File: config.mk
export PLATFORM = sky130hd
export DESIGN_NAME = admm_clip_sweep_ctrl
export DESIGN_NICKNAME = d
export VERILOG_FILES = /design/src/rtl/admm_pkg.sv /design/src/rtl/admm_clip_unit.sv /design/src/rtl/admm_clip_sweep_ctrl.sv
export SDC_FILE = /design/constraint.sdc
export NUM_CORES = 1
export LEC_CHECK = 0
export CAP_MARGIN = 30
export CORE_MARGIN = 3
export CORE_UTILIZATION = 40
export CTS_CLUSTER_SIZE = 14
export DETAILED_ROUTE_END_ITERATION = 8
export PLACE_DENSITY = 0.68
export SYNTH_ARGS = -nofsm -noshare
export SYNTH_HDL_FRONTEND = slang
export SYNTH_SLANG_ARGS = --single-unit
File: constraint.sdc
create_clock -name clk -period 3.1 [get_ports clk]
set_input_delay 0.31 -clock clk [delete_from_list [all_inputs] [get_ports clk]]
set_output_delay 0.31 -clock clk [all_outputs]
set_load 0.02 [all_outputs]
File: src/rtl/admm_pkg.sv
// Shared types and default widths for the ADMM temp-RAM clip sweep.
// Used by admm_clip_sweep_ctrl (optional sat counter: ADMM_CLIP_SAT_CNT_EN).
package admm_pkg;

    localparam int unsigned DATA_W     = 21;
    localparam int unsigned ADDR_W     = 5;
    localparam int unsigned ADDR_RANGE = 18;

    typedef enum logic [1:0] {
        IDLE,
        RUN,
        DRAIN,
        DONE
    } sweep_state_e;

    typedef enum logic [1:0] {
        CLIP_NONE,
        CLIP_LO,
        CLIP_HI
    } clip_flag_e;

endpackage

File: src/rtl/admm_clip_unit.sv
// Combinational box projection: clamps a signed word to [lo, hi], lo taking priority.
module admm_clip_unit
    import admm_pkg::*;
#(
    parameter int unsigned DataWidth = DATA_W
) (
    input  logic [DataWidth-1:0] i_q,
    input  logic [DataWidth-1:0] i_lo,
    input  logic [DataWidth-1:0] i_hi,
    output logic [DataWidth-1:0] o_clamped_c,
    output logic                 o_sat_c
);

    clip_flag_e w_flag;

    // Lower bound wins, so lo > hi still yields a deterministic result.
    always_comb begin
        w_flag = CLIP_NONE;
        if ($signed(i_q) < $signed(i_lo)) begin
            w_flag = CLIP_LO;
        end else if ($signed(i_q) > $signed(i_hi)) begin
            w_flag = CLIP_HI;
        end
    end

    always_comb begin
        o_clamped_c = i_q;
        case (w_flag)
            CLIP_LO: o_clamped_c = i_lo;
            CLIP_HI: o_clamped_c = i_hi;
            default: o_clamped_c = i_q;
        endcase
    end

    assign o_sat_c = (w_flag != CLIP_NONE);

endmodule

File: src/rtl/admm_clip_sweep_ctrl.sv
// In-place clamp sweep over the ADMM temp RAM: read on port 0, write clamped value on port 1.
// Define ADMM_CLIP_SAT_CNT_EN to add the sat_count output and its counter.
module admm_clip_sweep_ctrl
    import admm_pkg::*;
#(
    parameter int unsigned DataWidth    = DATA_W,
    parameter int unsigned AddressWidth = ADDR_W,
    parameter int unsigned AddressRange = ADDR_RANGE
) (
    input  logic                    clk,
    input  logic                    reset,
    input  logic                    start,
    input  logic [AddressWidth-1:0] len,
    input  logic [DataWidth-1:0]    lo,
    input  logic [DataWidth-1:0]    hi,
    output logic                    busy,
    output logic                    done,
    output logic [AddressWidth-1:0] ram_address0,
    output logic                    ram_ce0,
    output logic                    ram_we0,
    output logic [DataWidth-1:0]    ram_d0,
    input  logic [DataWidth-1:0]    ram_q0,
    output logic [AddressWidth-1:0] ram_address1,
    output logic                    ram_ce1,
    output logic                    ram_we1,
    output logic [DataWidth-1:0]    ram_d1
`ifdef ADMM_CLIP_SAT_CNT_EN
    ,
    output logic [AddressWidth:0]   sat_count
`endif
);

    localparam int unsigned AW    = AddressWidth;
    localparam int unsigned CNT_W = AddressWidth + 1;

    sweep_state_e r_state;
    sweep_state_e w_state_nxt;

    logic [AW-1:0]        r_len;
    logic [AW-1:0]        w_len_nxt;
    logic [AW-1:0]        w_len_clip;
    logic [DataWidth-1:0] r_lo;
    logic [DataWidth-1:0] w_lo_nxt;
    logic [DataWidth-1:0] r_hi;
    logic [DataWidth-1:0] w_hi_nxt;
    logic [AW-1:0]        r_idx;
    logic [AW-1:0]        w_idx_nxt;

    logic                 r_busy;
    logic                 w_busy_nxt;
    logic                 r_done;
    logic                 w_done_nxt;
    logic                 r_ce0;
    logic                 w_ce0_nxt;
    logic [AW-1:0]        r_addr0;
    logic [AW-1:0]        w_addr0_nxt;

    logic                 r_wr_valid;
    logic [AW-1:0]        r_wr_addr;

    logic [DataWidth-1:0] w_clamped;
    logic                 w_sat;

    assign w_len_clip = (len > AW'(AddressRange)) ? AW'(AddressRange) : len;

    always_ff @(posedge clk or negedge reset) begin
        if (!reset) begin
            r_state <= IDLE;
        end else begin
            r_state <= w_state_nxt;
        end
    end

    // r_idx is the next read index; the first read is launched straight from IDLE.
    always_comb begin
        w_state_nxt = r_state;
        w_len_nxt   = r_len;
        w_lo_nxt    = r_lo;
        w_hi_nxt    = r_hi;
        w_idx_nxt   = r_idx;
        w_busy_nxt  = 1'b0;
        w_done_nxt  = 1'b0;
        w_ce0_nxt   = 1'b0;
        w_addr0_nxt = '0;
        case (r_state)
            IDLE: begin
                if (start) begin
                    w_len_nxt = w_len_clip;
                    w_lo_nxt  = lo;
                    w_hi_nxt  = hi;
                    if (w_len_clip == '0) begin
                        w_state_nxt = DONE;
                        w_done_nxt  = 1'b1;
                        w_idx_nxt   = '0;
                    end else begin
                        w_state_nxt = RUN;
                        w_busy_nxt  = 1'b1;
                        w_ce0_nxt   = 1'b1;
                        w_addr0_nxt = '0;
                        w_idx_nxt   = AW'(1);
                    end
                end
            end
            RUN: begin
                w_busy_nxt = 1'b1;
                if (r_idx < r_len) begin
                    w_ce0_nxt   = 1'b1;
                    w_addr0_nxt = r_idx;
                    w_idx_nxt   = r_idx + AW'(1);
                end else begin
                    w_state_nxt = DRAIN;
                end
            end
            DRAIN: begin
                w_state_nxt = DONE;
                w_done_nxt  = 1'b1;
            end
            DONE: begin
                w_state_nxt = IDLE;
            end
            default: begin
                w_state_nxt = IDLE;
            end
        endcase
    end

    // Write port trails the read port by exactly one index.
    always_ff @(posedge clk or negedge reset) begin
        if (!reset) begin
            r_len      <= '0;
            r_lo       <= '0;
            r_hi       <= '0;
            r_idx      <= '0;
            r_busy     <= 1'b0;
            r_done     <= 1'b0;
            r_ce0      <= 1'b0;
            r_addr0    <= '0;
            r_wr_valid <= 1'b0;
            r_wr_addr  <= '0;
        end else begin
            r_len      <= w_len_nxt;
            r_lo       <= w_lo_nxt;
            r_hi       <= w_hi_nxt;
            r_idx      <= w_idx_nxt;
            r_busy     <= w_busy_nxt;
            r_done     <= w_done_nxt;
            r_ce0      <= w_ce0_nxt;
            r_addr0    <= w_addr0_nxt;
            r_wr_valid <= r_ce0;
            r_wr_addr  <= r_addr0;
        end
    end

    admm_clip_unit #(
        .DataWidth (DataWidth)
    ) u_clip (
        .i_q         (ram_q0),
        .i_lo        (r_lo),
        .i_hi        (r_hi),
        .o_clamped_c (w_clamped),
        .o_sat_c     (w_sat)
    );

    // In-range words pass straight through; write data is forced to 0 when no write is due.
    always_comb begin
        ram_d1 = '0;
        if (r_wr_valid) begin
            ram_d1 = w_sat ? w_clamped : ram_q0;
        end
    end

    assign busy         = r_busy;
    assign done         = r_done;
    assign ram_address0 = r_addr0;
    assign ram_ce0      = r_ce0;
    assign ram_we0      = 1'b0;
    assign ram_d0       = '0;
    assign ram_address1 = r_wr_addr;
    assign ram_ce1      = r_wr_valid;
    assign ram_we1      = r_wr_valid;

`ifdef ADMM_CLIP_SAT_CNT_EN
    logic [CNT_W-1:0] r_sat_cnt;

    always_ff @(posedge clk or negedge reset) begin
        if (!reset) begin
            r_sat_cnt <= '0;
        end else if ((r_state == IDLE) && start) begin
            r_sat_cnt <= '0;
        end else if (r_wr_valid && w_sat) begin
            r_sat_cnt <= r_sat_cnt + CNT_W'(1);
        end
    end

    assign sat_count = r_sat_cnt;
`endif

endmodule

==> flow_summary.yaml, run 1 <==
floorplanning:
  ios: 129
  row_count: 39
  die_y_um: 116
  core_area_um2: 11600
  die_area_um2: 13500
  start_util_pct: 41.7
  die_x_um: 116
worst_setup_path:
  cp_max_fo: 7
  critPathLaunchType: "flop"
  critPathRequiredTime_ns: 2.79
  critPathCaptureType: "output pin"
  worstPathArrival_ns: 2.92
  critPathKind: "flop to output pin"
pwr:
  power_frac_comb_pct: 63.2
  total_leakage_power_nw: 3.40
  power.share.clock_pct: 15.5
  p_per_area_nw_per_um2: 1010
  internal_power_mw: 4.30
  power_frac_seq_pct: 21.3
  power_switching_share_pct: 42.9
  p_sw_mw: 3.22
  ir_worst_vdd_mv: 0.530
cts:
  h-tree-depth: 3
  clock_latency_ns: 0.35
  cts-root-buf: "clkbuf_16"
  clkTransAtPathRegs_ns: 0.06
  cts_tree: "built"
  cts.sinks: 68
  clockBufferDepth: 2
  numCtsBuffers: 9
timing:
  layout_setup_ws_ns: -0.129
  setup_viol: 21
  rsz0062_at_grt: "yes"
  tightestPinTransition_ns: 0.928
  clock_skew_ns: 0.00582
  relSlewSlack_pct: 38.1
  slew_viol_final: 0
  fin_crit_sh_pct: 104
  finalHoldViolations: 0
  fmax_mhz: 310
  layout_min_cycle_time_ns: 3.23
cells_and_area:
  design_area_um2: 7480
  final_common_cell: "buf_4"
  seq_area_um2: 1700
  num-fill-cells: 935
  layout-drive-gt1-share_pct: 35.6
  multi_input_area_um2: 3270
  nets: 809
  final_cell_mix: "buf_4 (89), dfrtp_1 (68), clkdlybuf4s50_1 (65)"
  post-route-util_pct: 64.4
  area_delta_synth_final_pct: 54.5
yosys:
  ys_types: 48
  synth_area_um2: 4840
  synth-seq-cells: 68
  netlist_instances: 512
  seq_area_frac_synth_pct: 35.2
  ys_warn_count: 0
  syn_area_per_cell_um2: 9.45
placed_design:
  gp_congestion: 0.943
  io_buffers: 106
  place_hpwl_um: 10800
  place_area_um2: 6420
flow_run:
  cap_violations: 0
routing:
  wire_per_inst_um: 18.4
  routed-via-count: 4691
  first_pass_iters: 5
  drc: 0
  wirelength_um: 15400
  ant_nets: 0
  drt-initial-drc-count: 395
  routed_via_density: 5.60
worst_hold_path:
  min_path_type: "flop to flop"
status:
  outcome: "finished with violations"
  violations: "negative setup slack"
grt:
  grt_pass1_wl_um: 23300
  grt_max_degree: 36
  antenna_found_initial: 1
  grt_pass1_vias: 4638
  grt_use_total_pct: 22.3
  globalRouteOverflowTotal: 0
==> Yosys cell counts, drive strengths merged <==
master / count / area (µm²)
dfrtp: 68 / 1700
ha: 49 / 613
inv: 48 / 180
mux2: 44 / 495
buf: 40 / 270
nand2: 38 / 143
o21ai: 36 / 184
nor2: 32 / 120
a22oi: 22 / 165
a31oi: 22 / 153
a41oi: 20 / 175
a21oi: 15 / 78.8
clkbuf: 11 / 41.3
nand4: 7 / 50.1
a21o: 6 / 45.0
and2: 5 / 31.3
nand3: 5 / 25.0
nand2b: 4 / 25.0
and3: 3 / 18.8
and4: 3 / 26.3
nor3: 3 / 15.0
o211ai: 3 / 22.5
o21a: 3 / 22.5
o22a: 3 / 26.3
a211o: 2 / 17.5
nand3b: 2 / 15.0
nor2b: 2 / 12.5
nor4: 2 / 18.8
o21bai: 2 / 15.0
xor2: 2 / 17.5
a2111oi: 1 / 27.5
a211oi: 1 / 7.51
a221o: 1 / 10.0
a222oi: 1 / 10.0
a31o: 1 / 8.76
a32oi: 1 / 16.3
conb: 1 / 3.75
o221ai: 1 / 15.0
o32a: 1 / 10.0
or3: 1 / 6.26
==> logic make-up after synthesis <==
logic type	count (synthesis)	synth area share, %
adder cells (fa/ha/maj)	49	12.7
buffers and inverters	99	10.2
multiplexers	44	10.2
AO/OA/AOI/OAI	142	20.9
flip-flops	68	35.2
AND/OR/NAND/NOR	107	10.5
XOR/XNOR	2	0.362
other	1	0.0775
==> timing repair <==
item / in CTS / in global routing
hold buffers: 1 / 0
resized for setup: 151 / 109
endpoints found under the hold margin: 8 / 0
setup buffers: 10 / 8
gates cloned: 3 / 0
endpoints found under the setup margin: 21 / 21
pin swaps: 14 / 18
==> flip-flops by register name, summed over array words and instances, names as in the netlist <==
| register | flops |
|---|---|
| r_lo | 21 |
| ram_ce0 | 1 |
| busy | 1 |
| r_len | 5 |
| r_state | 2 |
| ram_address1 | 5 |
| ram_ce1 | 1 |
| r_hi | 21 |
| done | 1 |
| r_idx | 5 |
| ram_address0 | 5 |
==> power by group through the flow <==
stage          Combinational [mW]  Clock [mW]  Sequential (mW)
2_1_floorplan                2.30           0             1.55
3_3_place_gp                 3.64           0             1.57
3_5_place_dp                 3.77           0             1.59
4_1_cts                      4.02        1.19             1.56
5_1_grt                      5.12        1.23             1.65
6_report                     4.75        1.16             1.60
==> final timing paths <==
path                            startpoint               to  slack (ns)  cells past startpoint
max in group asynchronous            reset         r_hi[18]        1.76                      3
setup / recovery                  r_lo[17]       ram_d1[10]       -0.13                     11
hold reg to reg            ram_address0[2]  ram_address1[2]        0.37                      0
setup reg to reg                  r_idx[1]         r_idx[0]        0.88                      7
min in group asynchronous            reset          r_hi[6]        0.51                      2
hold / removal             ram_address0[2]  ram_address1[2]        0.37                      0
==> stage by stage <==
stage | hold slack [ns] | power (mW) | worst slack, ns | TNS [ns] | std cells
floorplan | 0.0144 | 3.85 | 0.548 | 0 | 533
global placement | 0.357 | 5.21 | -0.569 | -9.00 | 801
detailed placement | 0.357 | 5.36 | -0.659 | -10.38 | 801
CTS | 0.371 | 6.77 | -0.0720 | -0.222 | 830
global route | 0.385 | 8.00 | -0.219 | -3.30 | 838
finish | 0.369 | 7.52 | -0.129 | -1.55 | 838
==> final cells by class <==
type / instances / share of cell area (%)
Clock inverter: 6 / 1.27
Multi-Input combinational cell: 366 / 43.8
Antenna cell: 1 / 0.0335
Timing Repair Buffer: 196 / 24.2
Tap cell: 143 / 2.39
Clock buffer: 10 / 3.20
Sequential cell: 68 / 22.8
Inverter: 48 / 2.41
==> routing by layer <==
| metal | global-route usage [%] | wire length (µm) |
|---|---|---|
| met4 | 6.42 | 359 |
| met3 | 6.48 | 1070 |
| met1 | 27.9 | 6370 |
| met5 | 0 | 0 |
| met2 | 37.7 | 7590 |
==> critical path, stage by stage (launching register included) <==
cell	delay, ns
dfrtp_1	0.39
inv_1	0.08
ha_4	0.27
nand4_1	0.19
buf_4	0.20
nor2_1	0.13
a222oi_1	0.11
a32oi_2	0.46
buf_6	0.22
o21ai_2	0.07
a31oi_2	0.25
buf_4	0.18
Power figures use the tool's default switching activity.
==> inputs of run 2 (changes only) <==
--- a/config.mk
+++ b/config.mk
@@ -8,6 +8,7 @@
 export CAP_MARGIN = 30
 export CORE_MARGIN = 3
 export CORE_UTILIZATION = 40
+export CTS_BUF_LIST = sky130_fd_sc_hd__clkbuf_4 sky130_fd_sc_hd__clkbuf_8
 export CTS_CLUSTER_SIZE = 14
 export DETAILED_ROUTE_END_ITERATION = 8
 export PLACE_DENSITY = 0.68
==> flow_summary.yaml, run 2 (same netlist as run 1, synthesis figures left out) <==
placed_design:
  place_hpwl_um: 10800
  pre_cts_slack_ns: -0.659
  gp_congestion: 0.943
  io_buffers: 106
cells_and_area:
  num-fill-cells: 971
  final_common_cell: "buf_4"
  area_delta_synth_final_pct: 50.0
  layout-drive-gt1-share_pct: 34.5
  nets: 811
  largestRegisters: "r_hi: 21 flops, r_lo: 21 flops"
  final_cell_mix: "buf_4 (96), dfrtp_1 (68), clkdlybuf4s50_1 (66)"
worst_setup_path:
  critPathRequiredTime_ns: 2.79
  critPathLaunchType: "flop"
  worstPathArrival_ns: 2.87
  critPathKind: "flop to output pin"
  cp_max_fo: 7
  critPathCaptureType: "output pin"
  r2r_slack_ns: 0.88
cts:
  h-tree-depth: 3
  clockBufferDepth: 2
  cts.sinks: 68
  cts_tree: "built"
  clock_latency_ns: 0.37
  clkTransAtPathRegs_ns: 0.08
  numCtsBuffers: 9
  cts-root-buf: "clkbuf_8"
grt:
  grt_max_degree: 36
  met3_usage_pct: 4.49
  gr-usage-met1_pct: 29.0
  antenna_found_initial: 1
  grt_busiest_layer: "met2"
  globalRouteOverflowTotal: 0
  grt_use_total_pct: 22.6
  grt_pass1_wl_um: 23600
  use_met2_pct: 38.1
  grt_pass1_vias: 4728
timing:
  final.setup.tns_ns: -0.666
  tightestPinTransition_ns: 0.645
  finalHoldViolations: 0
  clock_skew_ns: 0.00489
  holdWs_ns: 0.374
  rsz0062_at_grt: "yes"
  slew_viol_final: 0
  fin_crit_sh_pct: 102
  fmax_mhz: 315
  layout_setup_ws_ns: -0.0750
  layout_min_cycle_time_ns: 3.18
  setup_viol: 20
  relSlewSlack_pct: 56.7
floorplanning:
  die_area_um2: 13500
  die_y_um: 116
  ios: 129
  die_x_um: 116
  core_area_um2: 11600
  start_util_pct: 41.7
  row_count: 39
routing:
  wirelength_um: 15200
  routed-via-count: 4653
  wire_per_inst_um: 18.1
  drt-initial-drc-count: 392
  drc: 0
  routed_via_density: 5.54
  first_pass_iters: 5
  ant_nets: 0
flow_run:
  cap_violations: 0
status:
  violations: "negative setup slack"
  outcome: "finished with violations"
worst_hold_path:
  min_path_type: "flop to flop"
pwr:
  total_leakage_power_nw: 3.36
  p_per_area_nw_per_um2: 972
  ir_worst_vdd_mv: 0.381
run 2: report_power, final:
part | switching [mW] | internal (mW)
logic | 2.34 | 2.26
registers | 0.305 | 1.27
clock network | 0.391 | 0.483
total | 3.04 | 4.01
run 2: path summary, 6_finish.rpt:
path / from / to / depth (start not counted)
max in group asynchronous: reset / r_hi[18] / 3
min in group asynchronous: reset / r_hi[6] / 2
min reg2reg: ram_address0[2] / ram_address1[2] / 0
min: ram_address0[2] / ram_address1[2] / 0
max reg2reg: r_idx[1] / r_idx[0] / 7
max: r_lo[19] / ram_d1[20] / 11
run 2: what timing repair did:
action                                 4_1_cts  5_1_grt
hold buffers                                 1        0
setup endpoints to repair                   21       21
pin swaps                                   14       13
buffers inserted                             9        9
cloned                                       4        0
gates resized for setup                    174       58
endpoints found under the hold margin       25        0
run 2: through the flow:
stage,instance area [µm²],power [mW],utilization (%),std cells
floorplan,4920,3.85,-,533
global placement,6420,5.21,55.3,801
detailed placement,6420,5.36,55.3,801
CTS,6900,6.64,59.4,831
global route,7260,7.54,62.5,840
finish,7260,7.05,62.5,840
run 2: metal layers:
layer / up-vias / wire (µm)
met5: - / 0
met4: 0 / 262
met3: 22 / 844
met2: 165 / 7610
met1: 2284 / 6510
li1: 2182 / -
run 2: layout make-up:
type / instances / area, µm² / area share (%)
antenna: 1 / 2.50 / 0.0345
inverter: 48 / 180 / 2.48
multi-input combinational: 366 / 3150 / 43.4
sequential: 68 / 1700 / 23.4
clock inverter: 6 / 95.1 / 1.31
clock buffer: 10 / 138 / 1.90
tap: 143 / 179 / 2.46
timing repair buffer: 198 / 1810 / 25.0
run 2: critical path, cell delays in order (launching register included):
cell and delay, ns:
dfrtp_1 0.42, inv_2 0.06, ha_4 0.27, nand4_1 0.17
buf_4 0.19, nor2_1 0.13, a222oi_1 0.11, a32oi_2 0.42
buf_6 0.21, o21ai_1 0.06, a31oi_1 0.26, buf_4 0.20
==> inputs of run 3 (changes only) <==
--- a/config.mk
+++ b/config.mk
@@ -11,7 +11,7 @@
 export CTS_BUF_LIST = sky130_fd_sc_hd__clkbuf_4 sky130_fd_sc_hd__clkbuf_8
 export CTS_CLUSTER_SIZE = 14
 export DETAILED_ROUTE_END_ITERATION = 8
-export PLACE_DENSITY = 0.68
+export PLACE_DENSITY = 0.71
 export SYNTH_ARGS = -nofsm -noshare
 export SYNTH_HDL_FRONTEND = slang
 export SYNTH_SLANG_ARGS = --single-unit
==> constraint.sdc (replaced) <==
create_clock -name clk -period 2.9 [get_ports clk]
set_input_delay 0.29 -clock clk [delete_from_list [all_inputs] [get_ports clk]]
set_output_delay 0.29 -clock clk [all_outputs]
set_load 0.02 [all_outputs]
==> flow_summary.yaml, run 3 (same netlist as run 1, synthesis figures left out) <==
routing:
  routed_via_density: 5.81
  ant_nets: 0
  first_pass_iters: 6
  routed-via-count: 4923
  wirelength_um: 17000
  drc: 0
  drt-initial-drc-count: 356
  wire_per_inst_um: 20.0
status:
  outcome: "finished with violations"
  violations: "negative setup slack"
floorplanning:
  core_area_um2: 11600
  row_count: 39
  die_x_um: 116
  start_util_pct: 41.7
  die_area_um2: 13500
  die_y_um: 116
  ios: 129
grt:
  grt_pass1_wl_um: 25100
  grt_use_total_pct: 24.0
  grt_pass1_vias: 4853
  grt_max_degree: 69
  globalRouteOverflowTotal: 0
  antenna_found_initial: 0
pwr:
  ir_worst_vdd_mv: 0.532
  power.total_mw: 8.24
  total_leakage_power_nw: 3.39
  p_per_area_nw_per_um2: 1080
cts:
  clkTransAtPathRegs_ns: 0.08
  cts.sinks: 68
  numCtsBuffers: 9
  clock_latency_ns: 0.37
  cts_hold_buffers: 0
  h-tree-depth: 3
  cts-root-buf: "clkbuf_8"
  cts_tree: "built"
  clockBufferDepth: 2
cells_and_area:
  diodes: 0
  area_delta_synth_final_pct: 58.2
  nets: 820
  seq_area_um2: 1700
  final_common_cell: "buf_4"
  design_area_um2: 7660
  num-fill-cells: 839
  largestRegisters: "r_hi: 21 flops, r_lo: 21 flops"
  final_cell_mix: "buf_4 (89), clkdlybuf4s50_1 (70), dfrtp_1 (68)"
  layout-drive-gt1-share_pct: 39.7
  multi_input_area_um2: 3410
  fin_cells: 848
worst_setup_path:
  critPathCaptureType: "output pin"
  cp_max_fo: 5
  r2r-start: "r_idx[1]"
  critPathRequiredTime_ns: 2.61
  crit_start: "r_hi[16]"
  critPathLaunchType: "flop"
  r2r_slack_ns: 0.65
  worstPathArrival_ns: 2.86
  critPathKind: "flop to output pin"
placed_design:
  place_hpwl_um: 10400
  dp_cells: 811
  gp_congestion: 0.853
  place_area_um2: 6520
  io_buffers: 106
timing:
  fmax_mhz: 318
  slew_viol_final: 0
  layout_setup_ws_ns: -0.247
  setup_viol: 21
  layout_min_cycle_time_ns: 3.15
  fin_crit_sh_pct: 109
  rsz0062_at_grt: "yes"
  clock_skew_ns: 0.00745
  tightestPinTransition_ns: 0.904
  relSlewSlack_pct: 39.7
  finalHoldViolations: 0
flow_run:
  cap_violations: 0
worst_hold_path:
  min_path_type: "primary input to async pin"
## run 3: final timing paths
kind                                         to  cells after the start
worst min-delay path                       busy                      2
min in group clk                ram_address1[0]                      0
max in group asynchronous              r_hi[15]                      2
worst min register to register  ram_address1[0]                      0
worst max-delay path                 ram_d1[20]                     12
worst max register to register         r_idx[0]                      7
## run 3: area by class of cell
type                       count  area share, %
tap                          143           2.34
clock buffer                  10           1.80
clock inverter                 6          0.931
timing repair buffer         207           25.8
multi-input combinational    366           44.6
inverter                      48           2.35
sequential                    68           22.2
## run 3: repair_timing
action / CTS / global route
endpoints found under the setup margin: 21 / 21
resized for setup: 248 / 46
pin swaps: 29 / 30
gates cloned: 5 / 0
setup buffers: 13 / 4
## run 3: metrics by stage
| stage | setup TNS, ns | utilization, % | hold slack (ns) | setup slack (ns) |
|---|---|---|---|---|
| after floorplan | 0 | - | -0.00559 | 0.368 |
| after global placement | -11.98 | 56.1 | 0.360 | -0.620 |
| after detailed placement | -13.48 | 56.1 | 0.363 | -0.701 |
| after CTS | -2.40 | 63.5 | 0.170 | -0.133 |
| after global routing | -7.08 | 65.9 | 0.189 | -0.401 |
| final | -4.77 | 65.9 | 0.134 | -0.247 |
## run 3: metal layers
metal / track usage (%) / up-vias / routed length, µm / part of all wire, %
li1: - / 2193 / - / -
met1: 30.5 / 2390 / 6670 / 39
met2: 39.3 / 266 / 8350 / 49
met3: 5.59 / 74 / 1240 / 7.3
met4: 9.82 / 0 / 737 / 4.3
met5: 0 / - / 0 / 0
## run 3: where the power goes
| part | switching [mW] | internal (mW) |
|---|---|---|
| combinational | 2.94 | 2.76 |
| clock | 0.431 | 0.427 |
| sequential | 0.321 | 1.36 |
## run 3: critical path, stage by stage, from the launching register on
cell,delay [ns]
dfrtp_1,0.36
inv_1,0.06
ha_1,0.31
nand4_1,0.22
buf_4,0.22
nor2_1,0.10
o221ai_2,0.16
buf_4,0.20
o21ai_4,0.23
buf_6,0.19
a22oi_2,0.10
a31oi_4,0.20
buf_6,0.14
